File: config.mk
export PLATFORM = sky130hd
export DESIGN_NAME = of_stage
export DESIGN_NICKNAME = d
export VERILOG_FILES = /design/src/rtl/of_stage.sv
export SDC_FILE = /design/constraint.sdc
export NUM_CORES = 2
export LEC_CHECK = 0
export CORE_MARGIN = 10
export CORE_UTILIZATION = 35
export CTS_CLUSTER_DIAMETER = 80
export CTS_CLUSTER_SIZE = 24
export DETAILED_ROUTE_END_ITERATION = 12
export HOLD_SLACK_MARGIN = 0.12
export PLACE_DENSITY = 0.5
export SYNTH_ARGS = -nofsm -noshare
export SYNTH_HDL_FRONTEND = slang
export SYNTH_SLANG_ARGS = --single-unit
export TNS_END_PERCENT = 100
File: constraint.sdc
create_clock -name Clk -period 2.9 [get_ports Clk]
set_clock_uncertainty 0.2 [all_clocks]
set_input_delay 0.435 -clock Clk [delete_from_list [all_inputs] [get_ports Clk]]
set_output_delay 0.435 -clock Clk [all_outputs]
set_load 0.01 [all_outputs]
File: src/rtl/of_stage.sv
// Operand Fetch stage: decode, 16x32 register file, immediates, branch target, load-use stall.
// Optional build macro OF_WB_BYPASS_EN enables write-through of the WB port into both read ports.
module of_stage #(
    parameter int DATA_WIDTH     = 32,
    parameter int NUM_REGS       = 16,
    parameter int REG_ADDR_WIDTH = 4
) (
    input  logic                      Clk,
    input  logic                      Rst,
    input  logic                      If_Valid,
    input  logic [DATA_WIDTH-1:0]     If_Pc,
    input  logic [31:0]               If_Instr,
    output logic                      Of_Stall,
    input  logic                      Ex_IsBranchTaken,
    input  logic                      Wb_WrEn,
    input  logic [REG_ADDR_WIDTH-1:0] Wb_Rd,
    input  logic [DATA_WIDTH-1:0]     Wb_Data,
    output logic                      Of_Valid,
    output logic [DATA_WIDTH-1:0]     Of_Pc,
    output logic [4:0]                Of_Opcode,
    output logic [DATA_WIDTH-1:0]     Of_Op1,
    output logic [DATA_WIDTH-1:0]     Of_Op2,
    output logic [DATA_WIDTH-1:0]     Of_StoreData,
    output logic [REG_ADDR_WIDTH-1:0] Of_Rd,
    output logic                      Of_WrEn,
    output logic                      Of_IsLoad,
    output logic                      Of_IsStore,
    output logic                      Of_IsBranch,
    output logic [DATA_WIDTH-1:0]     Of_BranchTarget
);

    localparam logic [4:0] OP_CMP  = 5'd5;
    localparam logic [4:0] OP_MOV  = 5'd9;
    localparam logic [4:0] OP_ASR  = 5'd12;
    localparam logic [4:0] OP_LD   = 5'd14;
    localparam logic [4:0] OP_ST   = 5'd15;
    localparam logic [4:0] OP_BEQ  = 5'd16;
    localparam logic [4:0] OP_B    = 5'd18;
    localparam logic [4:0] OP_CALL = 5'd19;
    localparam logic [4:0] OP_RET  = 5'd20;

    localparam logic [REG_ADDR_WIDTH-1:0] RA_REG = REG_ADDR_WIDTH'(NUM_REGS - 1);

    typedef struct packed {
        logic [DATA_WIDTH-1:0]     pc;
        logic [4:0]                opcode;
        logic [DATA_WIDTH-1:0]     op1;
        logic [DATA_WIDTH-1:0]     op2;
        logic [DATA_WIDTH-1:0]     store_data;
        logic [REG_ADDR_WIDTH-1:0] rd;
        logic                      wr_en;
        logic                      is_load;
        logic                      is_store;
        logic                      is_branch;
        logic [DATA_WIDTH-1:0]     branch_target;
    } of_payload_t;

    logic [4:0]                opcode;
    logic                      i_bit;
    logic [REG_ADDR_WIDTH-1:0] rd;
    logic [REG_ADDR_WIDTH-1:0] rs1;
    logic [REG_ADDR_WIDTH-1:0] rs2;
    logic [1:0]                modifier;
    logic [15:0]               imm;

    assign opcode   = If_Instr[31:27];
    assign i_bit    = If_Instr[26];
    assign rd       = If_Instr[25:22];
    assign rs1      = If_Instr[21:18];
    assign rs2      = If_Instr[17:14];
    assign modifier = If_Instr[17:16];
    assign imm      = If_Instr[15:0];

    logic [DATA_WIDTH-1:0] regs_q [NUM_REGS];
    logic [DATA_WIDTH-1:0] regs_d [NUM_REGS];

    logic [REG_ADDR_WIDTH-1:0] rd_addr_a;
    logic [REG_ADDR_WIDTH-1:0] rd_addr_b;
    logic [DATA_WIDTH-1:0]     rd_data_a;
    logic [DATA_WIDTH-1:0]     rd_data_b;

    assign rd_addr_a = (opcode == OP_RET) ? RA_REG : rs1;
    assign rd_addr_b = (opcode == OP_ST) ? rd : rs2;

`ifdef OF_WB_BYPASS_EN
    assign rd_data_a = (Wb_WrEn && (Wb_Rd == rd_addr_a)) ? Wb_Data : regs_q[rd_addr_a];
    assign rd_data_b = (Wb_WrEn && (Wb_Rd == rd_addr_b)) ? Wb_Data : regs_q[rd_addr_b];
`else
    assign rd_data_a = regs_q[rd_addr_a];
    assign rd_data_b = regs_q[rd_addr_b];
`endif

    always_comb begin
        for (int i = 0; i < NUM_REGS; i++) begin
            regs_d[i] = regs_q[i];
        end
        if (Wb_WrEn) begin
            regs_d[Wb_Rd] = Wb_Data;
        end
    end

    logic [DATA_WIDTH-1:0] imm_ext;
    logic [DATA_WIDTH-1:0] br_offset;
    of_payload_t           decoded;

    always_comb begin
        case (modifier)
            2'b01:   imm_ext = DATA_WIDTH'(imm);
            2'b10:   imm_ext = DATA_WIDTH'({imm, 16'h0000});
            default: imm_ext = {{(DATA_WIDTH-16){imm[15]}}, imm};
        endcase
        br_offset = {{(DATA_WIDTH-27){If_Instr[26]}}, If_Instr[26:0]};

        decoded               = '0;
        decoded.pc            = If_Pc;
        decoded.opcode        = opcode;
        decoded.op1           = rd_data_a;
        decoded.op2           = i_bit ? imm_ext : rd_data_b;
        decoded.store_data    = rd_data_b;
        decoded.rd            = (opcode == OP_CALL) ? RA_REG : rd;
        decoded.wr_en         = (opcode <= OP_ASR && opcode != OP_CMP) ||
                                (opcode == OP_LD) || (opcode == OP_CALL);
        decoded.is_load       = (opcode == OP_LD);
        decoded.is_store      = (opcode == OP_ST);
        decoded.is_branch     = (opcode >= OP_BEQ) && (opcode <= OP_RET);
        decoded.branch_target = If_Pc + (br_offset << 2);
    end

    logic        of_valid_q;
    logic        of_valid_d;
    of_payload_t payload_q;
    of_payload_t payload_d;

    // Source-register usage of the incoming instruction, compared against the load in EX.
    logic uses_rs1;
    logic uses_rs2;
    logic uses_rd;
    logic uses_ra;
    logic hazard;

    assign uses_rs1 = !((opcode == OP_MOV) || (opcode == OP_B) || (opcode == OP_CALL));
    assign uses_rs2 = !i_bit && (opcode <= OP_ASR);
    assign uses_rd  = (opcode == OP_ST);
    assign uses_ra  = (opcode == OP_RET);

    assign hazard = of_valid_q && payload_q.is_load && If_Valid &&
                    ((uses_rs1 && (rs1 == payload_q.rd)) ||
                     (uses_rs2 && (rs2 == payload_q.rd)) ||
                     (uses_rd  && (rd  == payload_q.rd)) ||
                     (uses_ra  && (RA_REG == payload_q.rd)));

    assign Of_Stall = hazard && !Ex_IsBranchTaken && !Rst;

    // Data fields only move on an accepted instruction so bubbles do not toggle them.
    always_comb begin
        of_valid_d = 1'b0;
        payload_d  = payload_q;
        if (!Ex_IsBranchTaken && !hazard && If_Valid) begin
            of_valid_d = 1'b1;
            payload_d  = decoded;
        end
    end

    always_ff @(posedge Clk) begin
        if (Rst) begin
            of_valid_q <= 1'b0;
            payload_q  <= '0;
            for (int i = 0; i < NUM_REGS; i++) begin
                regs_q[i] <= '0;
            end
        end else begin
            of_valid_q <= of_valid_d;
            payload_q  <= payload_d;
            for (int i = 0; i < NUM_REGS; i++) begin
                regs_q[i] <= regs_d[i];
            end
        end
    end

    assign Of_Valid        = of_valid_q;
    assign Of_Pc           = payload_q.pc;
    assign Of_Opcode       = payload_q.opcode;
    assign Of_Op1          = payload_q.op1;
    assign Of_Op2          = payload_q.op2;
    assign Of_StoreData    = payload_q.store_data;
    assign Of_Rd           = payload_q.rd;
    assign Of_WrEn         = payload_q.wr_en;
    assign Of_IsLoad       = payload_q.is_load;
    assign Of_IsStore      = payload_q.is_store;
    assign Of_IsBranch     = payload_q.is_branch;
    assign Of_BranchTarget = payload_q.branch_target;

endmodule

==> out/qor.csv <==
stage,metric,value,unit
pwr,internal power,14.6,mW
clock_network,CTS tree,done,
synthesis,"Seq/Total Area, Yosys",38.8,%
critical_path,crit-path max FO,3,
routing,first drt pass iteration count,6,
placed_design,Placer Congestion,0.927,
synthesis,Post-synth top flop,dfxtp_1,
clock_network,"CTS clk-pin slew, worst paths",0.08,ns
critical_path,critical path launch point,If_Pc[15],
global_route,first-pass GRT wire length,242000,um
cells_and_area,Layout Cells excl Fill,6388,
floorplanning,row count,116,
critical_path,WP data required,3.19,ns
sta,Worst Max-Slew Pin Slew,1.32,ns
global_route,total track usage,28.4,%
floorplanning,I/O pins,280,
global_route,GR Overflow Total,0,
sta,final setup fails,0,
global_route,vias in the first global route,34200,
critical_path,CP Capture Type,flip-flop,
critical_path,CP startpoint kind,primary input,
clock_network,maximum clock path buffer count,3,
critical_path,reg-to-reg endpoint,Of_Op1[31],
hold_path,worst min path class,primary input to flip-flop,
floorplanning,area of the die,114000,sq um
placed_design,# port buffers,279,
sta,max frequency,349,MHz
synthesis,Netlist cell types,77,
cells_and_area,most frequent cells in the layout,"nand2_1 (1491), dfxtp_1 (684), a21oi_1 (674), buf_4 (379), clkdlybuf4s50_1 (263)",
pwr,NetSw,6.45,mW
hold_path,Hold Path End,Of_Opcode[2],
routing,DR DRC count,0,
critical_path,R2R setup slack,0.12,ns
synthesis,asr flop ratio synth,0,%
floorplanning,die height,338,um
cells_and_area,post-route cell area,45700,sq um
clock_network,clock network latency to the later pin of the worst-skew pair,0.65,ns
clock_network,CTS H-tree depth,2,
critical_path,worst setup path class,primary input to flip-flop,
placed_design,post-placement cell count,6263,
job,max cap viols,0,
sta,worst rel slew slack,11.9,%
synthesis,yosys warns,0,
global_route,largest net degree at the start of global routing,197,
routing,routed length per instance,26.8,um
sta,"Slew Viols, Final",0,
clock_network,TritonCTS sink count,684,
sta,post-route minimum period,2.87,ns
floorplanning,Starting Density,35.3,%
pwr,sw frac,30.6,%
pwr,logic gate share of total power,19.3,%
synthesis,Post-synth EDFFs,0,
routing,number of routed nets with antenna violations,0,
critical_path,launching point of the worst reg2reg path,Of_Rd[1],
routing,vias per cell,5.83,
hold_path,Hold Startpoint,If_Instr[29],
critical_path,Worst R2R Path Depth,10,
pwr,Flop pwr share,46.4,%
cells_and_area,Area growth syn-to-layout,29.3,%
sta,crit share post-route,98.9,%
sta,setup_tns,0,ns
hold_path,hold depth,4,
synthesis,Syn Area/Cell,7.56,sq um
critical_path,Arrival @ worst endpoint,3.16,ns
outcome,status,"finished, final reports clean",
floorplanning,Die Width,338,um
sta,"Hold Violations, Final",0,
placed_design,DPL Wire Length,108000,um
pwr,VDD IR max,0.385,mV
routing,total number of vias,37300,
sta,hold_ws,0.155,ns
clock_network,CTS root buf,clkbuf_16,
pwr,leakage,16.2,nW
pwr,clock power share,34.3,%
synthesis,syn_nets,4809,
cells_and_area,fraction of layout cells with a size suffix above 1,16.3,%
pwr,Power Dens Cells,462,nW/um^2
synthesis,Syn Inst Count,4672,
placed_design,placed cell areas,43000,sq um
clock_network,cts bufs inserted,42,
synthesis,synthesized cell area,35300,sq um
cells_and_area,fin nets,5192,
routing,drt first-iter violations,4075,
floorplanning,CORE AREA,100000,sq um
synthesis,synthesis-stage register bit count,684,
global_route,initial antenna violation count,8,
cells_and_area,"commonest non-fill, non-tap cell in the layout",nand2_1,
routing,routed wire length,171000,um
-- worst max-delay path by stage --
| stage | to |
|---|---|
| floorplan | Of_StoreData[10] |
| global placement | Of_StoreData[4] |
| detailed placement | Of_Op2[4] |
| CTS | Of_StoreData[27] |
| global route | Of_BranchTarget[31] |
| finish | Of_BranchTarget[31] |
-- logic make-up (layout without fill, tap and decap cells) --
| group | Yosys count | count (layout) | share of synthesized area, % |
|---|---|---|---|
| xor gates and xnor gates | 29 | 29 | 0.719 |
| muxes | 240 | 240 | 9.20 |
| AOI/OAI and AO/OA | 1206 | 1206 | 21.3 |
| DFF | 684 | 684 | 38.8 |
| adders and majority gates | 32 | 32 | 1.15 |
| other | 0 | 4 | 0 |
| and+or+nand+nor | 2001 | 2001 | 23.3 |
| buffers and inverters | 480 | 894 | 5.56 |
-- critical path, cell delays in order --
cell and delay (ns):
clkdlybuf4s50_1 0.52, ha_4 0.33, and4_4 0.23, and2_4 0.18, buf_4 0.11, nand4b_1 0.22, a211oi_2 0.29, buf_4 0.17
o311ai_1 0.13, a21oi_1 0.26, mux2i_1 0.22, nor3_1 0.07
-- routing by layer --
layer	vias to the layer above	global-route usage [%]	share of wire, %
met1	18000	39.2	42
met5	-	0	0.033
met2	1942	44.1	44
met4	8	9.62	3.6
met3	297	5.26	9.8
li1	17000	-	-
-- cells in the mapped netlist (all sizes together) (12+ instances only) --
| master | number | area share [%] |
|---|---|---|
| a2111oi | 61 | 1.8 |
| a211oi | 51 | 1.1 |
| a21o | 45 | 0.96 |
| a21oi | 676 | 9.6 |
| a221oi | 13 | 0.39 |
| a22o | 12 | 0.30 |
| a311oi | 78 | 1.9 |
| a31oi | 38 | 0.67 |
| and3 | 97 | 1.7 |
| buf | 93 | 1.4 |
| clkbuf | 372 | 4.0 |
| dfxtp | 684 | 39 |
| ha | 31 | 1.1 |
| inv | 14 | 0.15 |
| mux2 | 34 | 1.1 |
| mux2i | 142 | 4.0 |
| mux4 | 64 | 4.1 |
| nand2 | 1509 | 16 |
| nand3 | 118 | 1.7 |
| nor2 | 144 | 1.5 |
| nor2b | 13 | 0.23 |
| nor3 | 67 | 0.99 |
| o211ai | 38 | 0.81 |
| o21ai | 86 | 1.2 |
| o221ai | 34 | 0.84 |
| o31ai | 34 | 0.72 |
| xnor2 | 22 | 0.55 |
-- cell type report --
type / count / area, sq um
Timing Repair Buffer: 804 / 8230
Sequential cell: 684 / 13700
Tap cell: 1298 / 1620
Fill cell: 9939 / 54500
Antenna cell: 4 / 10.0
Clock buffer: 44 / 1080
Inverter: 15 / 57.6
Clock inverter: 31 / 400
Multi-Input combinational cell: 3508 / 20600
-- per-stage QoR --
step	setup slack, ns	power, mW	util (%)
after floorplan	0.0374	11.8	-
after CTS	-0.0343	21.0	45.0
after global routing	-0.0135	21.7	45.6
after global placement	-1.04	13.8	42.9
final	0.0306	21.1	45.6
after detailed placement	-1.09	13.8	42.9
-- sequential cells by signal (all words and copies together) (netlist names) --
register and count:
Of_Op2 32, Of_Rd 4, Of_Pc 32, Of_WrEn 1, Of_Opcode 5, Of_StoreData 32, regs_q 512, Of_IsLoad 1
Of_IsStore 1, Of_BranchTarget 30, Of_Op1 32, Of_Valid 1, Of_IsBranch 1
-- power by group through the flow --
| stage | registers [mW] | logic (mW) | clock network, mW |
|---|---|---|---|
| after floorplan | 9.99 | 1.77 | 0 |
| after global placement | 10.0 | 3.82 | 0 |
| after detailed placement | 10.0 | 3.82 | 0 |
| after CTS | 9.79 | 3.91 | 7.32 |
| after global routing | 9.82 | 4.28 | 7.60 |
| final | 9.79 | 4.07 | 7.24 |
-- timing repair --
action / CTS / global route
hold endpoints to repair: 50 / 23
gates resized for setup: 86 / 82
setup endpoints to repair: 60 / 68
gates cloned: 0 / 2
buffers inserted: 11 / 5
pin swaps: 8 / 21
hold buffers: 24 / 4
No activity file was read; power rests on OpenSTA's default activity.
